**config.mk**
```make
export PLATFORM = sky130hd
export DESIGN_NAME = product_accumulator
export DESIGN_NICKNAME = d
export VERILOG_FILES = /design/src/rtl/product_accumulator.sv
export SDC_FILE = /design/constraint.sdc
export NUM_CORES = 1
export LEC_CHECK = 0
export ABC_AREA = 1
export BUFFER_PORTS_ARGS = -buffer_cell sky130_fd_sc_hd__buf_2
export CAP_MARGIN = 20
export CORE_MARGIN = 4
export CORE_UTILIZATION = 57
export CTS_BUF_LIST = sky130_fd_sc_hd__clkbuf_2
export DETAILED_ROUTE_END_ITERATION = 8
export GPL_TIMING_DRIVEN = 1
export MAX_ROUTING_LAYER = met4
export PLACE_DENSITY = 0.84
export SLEW_MARGIN = 30
export SYNTH_ARGS = -nofsm -noshare
export SYNTH_HDL_FRONTEND = slang
export SYNTH_SLANG_ARGS = --single-unit
```
**constraint.sdc**
```tcl
create_clock -name i_clk -period 2.4 [get_ports i_clk]
set_input_delay 0.48 -clock i_clk [delete_from_list [all_inputs] [get_ports i_clk]]
set_output_delay 0.48 -clock i_clk [all_outputs]
set_load 0.02 [all_outputs]
```
**src/rtl/product_accumulator.sv**
```systemverilog
// product_accumulator: block-wise saturating accumulator for the multiplier product stream.
// Ports: i_clk/i_rst_n (async active-low) clock and reset; i_start begins a block in IDLE;
// i_in_valid/o_in_ready/i_product form the product handshake; o_out_valid/i_out_ready
// deliver o_sum/o_overflow; o_busy is high in ACCUM and DONE.
module product_accumulator #(
  parameter int PW    = 8,
  parameter int AW    = 16,
  parameter int COUNT = 8
) (
  input  logic          i_clk,
  input  logic          i_rst_n,
  input  logic          i_start,
  input  logic          i_in_valid,
  output logic          o_in_ready,
  input  logic [PW-1:0] i_product,
  output logic          o_out_valid,
  input  logic          i_out_ready,
  output logic [AW-1:0] o_sum,
  output logic          o_overflow,
  output logic          o_busy
);
  localparam int CW = COUNT > 1 ? $clog2(COUNT) : 1;
  typedef enum logic [1:0] {IDLE, ACCUM, DONE} state_t;
  state_t        r_state, w_next;
  logic [AW-1:0] r_acc;
  logic [CW-1:0] r_cnt;
  logic          r_ovf;
  logic [AW:0]   w_add;
  logic          w_accept, w_last;
  assign w_accept = (r_state == ACCUM) && i_in_valid;
  assign w_last   = r_cnt == CW'(COUNT - 1);
  // One extra bit exposes the carry; a saturated acc plus anything non-zero carries again,
  // so it stays pinned at all ones without a separate check.
  assign w_add    = {1'b0, r_acc} + {{(AW + 1 - PW){1'b0}}, i_product};
  always_ff @(posedge i_clk or negedge i_rst_n)
    if (!i_rst_n) r_state <= IDLE;
    else          r_state <= w_next;
  always_comb begin
    w_next = r_state;
    case (r_state)
      IDLE:    w_next = i_start ? ACCUM : IDLE;
      ACCUM:   w_next = (i_in_valid && w_last) ? DONE : ACCUM;
      DONE:    w_next = i_out_ready ? IDLE : DONE;
      default: w_next = IDLE;
    endcase
  end
  always_comb begin
    o_in_ready  = r_state == ACCUM;
    o_out_valid = r_state == DONE;
    o_busy      = r_state != IDLE;
    o_sum       = r_acc;
    o_overflow  = r_ovf;
  end
  always_ff @(posedge i_clk or negedge i_rst_n)
    if (!i_rst_n) begin
      r_acc <= '0;
      r_cnt <= '0;
      r_ovf <= 1'b0;
    end else if (r_state == IDLE && i_start) begin
      r_acc <= '0;
      r_cnt <= '0;
      r_ovf <= 1'b0;
    end else if (w_accept) begin
      r_acc <= w_add[AW] ? '1 : w_add[AW-1:0];
      r_ovf <= r_ovf | w_add[AW];
      r_cnt <= r_cnt + 1'b1;
    end
endmodule

```
==> results.toml <==
[run_status]
status = "completed"

[placement]
numPortBuffers = 32
place_congestion = 0.912
hpwlAfterDp_um = 3030

[critical_path]
reg2reg_from = "o_sum[0]"
critPathKind = "register to register"
start_kind = "register"
r2r-end = "o_sum[6]"
endpoint_kind = "register"
r2r.worst_path.cells = 9
ff2ff_setup_slack_ns = 0.42
critPathArrivalTime_ns = 2.23
crit_fanout = 10
worstPathRequired_ns = 2.65

[finish]
utilization_pct = 68.1
num-nets-final = 296
antennaDiodeCount = 0
layout-drive-gt1-share_pct = 18.8
area_growth_pct = 13.5

[synthesis]
synth_edf_count = 0
yosysSeqAreaShare_pct = 33.0
synth_area_leader_cell = "dfrtp_1"
yosys-top-cells-area = "dfrtp_1 33%, nand2_1 18%, nand3_1 9.9%"
synth_ff_type = "dfrtp_1"
ys_seq_elements = 22
avgSynthCellArea_um2 = 7.04
synth_area_mm2 = 0.00167
yosysWarningCount = 0
synth_fp_nets = 261
async_flop_share_pct = 100
yosysTopAreaCellShare_pct = 33.0
syn_inst = 237
yosysUniqueCellTypes = 33

[clocking]
post_cts_buffers = 0
cts_resized = 0
clk_pin_slew_ns = 0.22
cts_tree = "built"
numClockSinks = 22
clockBufferDepth = 2
cts_buffers = 3
clock_tree.htree_level_count = 1
insertion_delay_ns = 0.34
cts-root-buf = "clkbuf_2"
hold_buffers = 0

[floorplanning]
io_pins = 33
die_w_um = 62.1
dieHeight_um = 62.1
start_util_pct = 60.0
die_area_mm2 = 0.00386
core_mm2 = 0.00278
rows = 19

[drt]
ant_nets = 0
viasPerCell = 5.40
wl_per_cell_um = 13.0
drt_pre_antenna_iters = 4
wl_um = 3930
num_vias = 1630
drc = 0
drtIter0Drc = 49

[sta]
max_freq_ghz = 0.505
relSlewSlack_pct = 64.0
setup_tns_ns = 0
setup_viol = 0
finalHoldViolations = 0
finalClockSkew_ns = 0.00151
drv_slew = 0
min_period_over_period_pct = 82.5
fin_crit_ns = 1.98
rsz0062_at_grt = "false"
worstMarginPinSlew_ns = 0.537

[hold_path]
hold_path.class = "primary input to async pin"

[global_routing]
grt_max_degree = 23
grt_pass1_vias = 1555
grt_pass1_wl_um = 6760
antenna_found_initial = 0
grtUsageTotal_pct = 21.3
grt_overflow = 0

[flow_run]
drv_cap = 0

[power]
p_leak_nw = 1.10
power_density_mw_per_mm2 = 1150
ir_worst_vdd_mv = 0.790
## metrics by stage
stage               std cells  setup WS (ns)  power (mW)  hold WS, ns  instance area [µm²]
floorplan                 237          0.486        1.59        0.184                 1670
global placement          298          0.270        1.88        0.477                 1850
detailed placement        298          0.240        1.91        0.477                 1850
CTS                       302          0.398        2.18       0.0592                 1890
global route              302          0.294        2.38       0.0522                 1890
finish                    302          0.420        2.18       0.0657                 1890
## worst max path at each step
stage,from,end
final,o_sum[0],o_sum[6]
after global routing,o_sum[0],o_sum[2]
after CTS,o_sum[0],o_sum[2]
after detailed placement,i_product[0],o_sum[6]
after global placement,i_product[0],o_sum[2]
after floorplan,i_product[0],o_sum[2]
## worst max-delay path, cell delays in order (launching register included)
cell and delay, ns:
dfrtp_1 0.44, ha_1 0.22, fa_1 0.41, nand2_1 0.08, nand3_1 0.08, and2_2 0.21
nand3_2 0.09, nand2_4 0.10, nand2_4 0.15, nand3_1 0.10
## cell usage in the layout, fill, tap and decap left out, types with 3 or more instances in the layout
cell | Yosys | final
a21oi_1 | 8 | 8
buf_2 | 0 | 32
clkbuf_2 | 0 | 3
dfrtp_1 | 22 | 22
ha_1 | 10 | 10
inv_1 | 27 | 27
inv_2 | 3 | 3
nand2_1 | 78 | 78
nand3_1 | 33 | 33
nand3b_1 | 3 | 3
nor2_1 | 19 | 19
o211ai_1 | 3 | 3
## report_power, final
| group | total (mW) | internal (mW) | switching, mW |
|---|---|---|---|
| clock network | 0.263 | 0.144 | 0.120 |
| logic | 1.26 | 0.448 | 0.817 |
| registers | 0.652 | 0.510 | 0.143 |
| total | 2.18 | 1.10 | 1.08 |
## synthesized netlist by cell type, types with 2 or more instances
cell / number
a21oi_1: 8
a22o_1: 2
dfrtp_1: 22
ha_1: 10
inv_1: 27
inv_2: 3
nand2_1: 78
nand2_2: 2
nand2_4: 2
nand3_1: 33
nand3b_1: 3
nand4_1: 2
nor2_1: 19
nor2_4: 2
o211ai_1: 3
o21ai_0: 2
or2_1: 2
xor2_1: 2
## final cells by class
type / instances / area, µm²
Timing Repair Buffer: 32 / 160
Tap cell: 31 / 38.8
Fill cell: 240 / 887
Inverter: 31 / 116
Sequential cell: 22 / 551
Clock buffer: 3 / 15.0
Multi-Input combinational cell: 182 / 983
Clock inverter: 1 / 30.0
## sequential cells by signal, summed over array words and instances, names as in the netlist
signal,count
r_state,2
o_overflow,1
r_cnt,3
o_sum,16
## metal layers
metal / share of wire, % / vias up / GRT usage, %
met5: 0 / - / -
met4: 1.2 / 0 / 4.34
met3: 4.6 / 4 / 3.78
met2: 48 / 34 / 34.6
met1: 47 / 749 / 27.9
li1: - / 843 / -
## cells by family (layout without fill, tap and decap cells)
family | count (synthesis) | in the layout | share of synthesized area (%)
AO/OA/AOI/OAI | 20 | 20 | 7.87
XOR/XNOR | 3 | 3 | 1.57
adder cells (fa/ha/maj) | 11 | 11 | 8.70
buffers and inverters | 33 | 67 | 8.10
flip-flops | 22 | 22 | 33.0
AND/OR/NAND/NOR | 148 | 148 | 40.8
No activity file was read; power rests on OpenSTA's default activity.
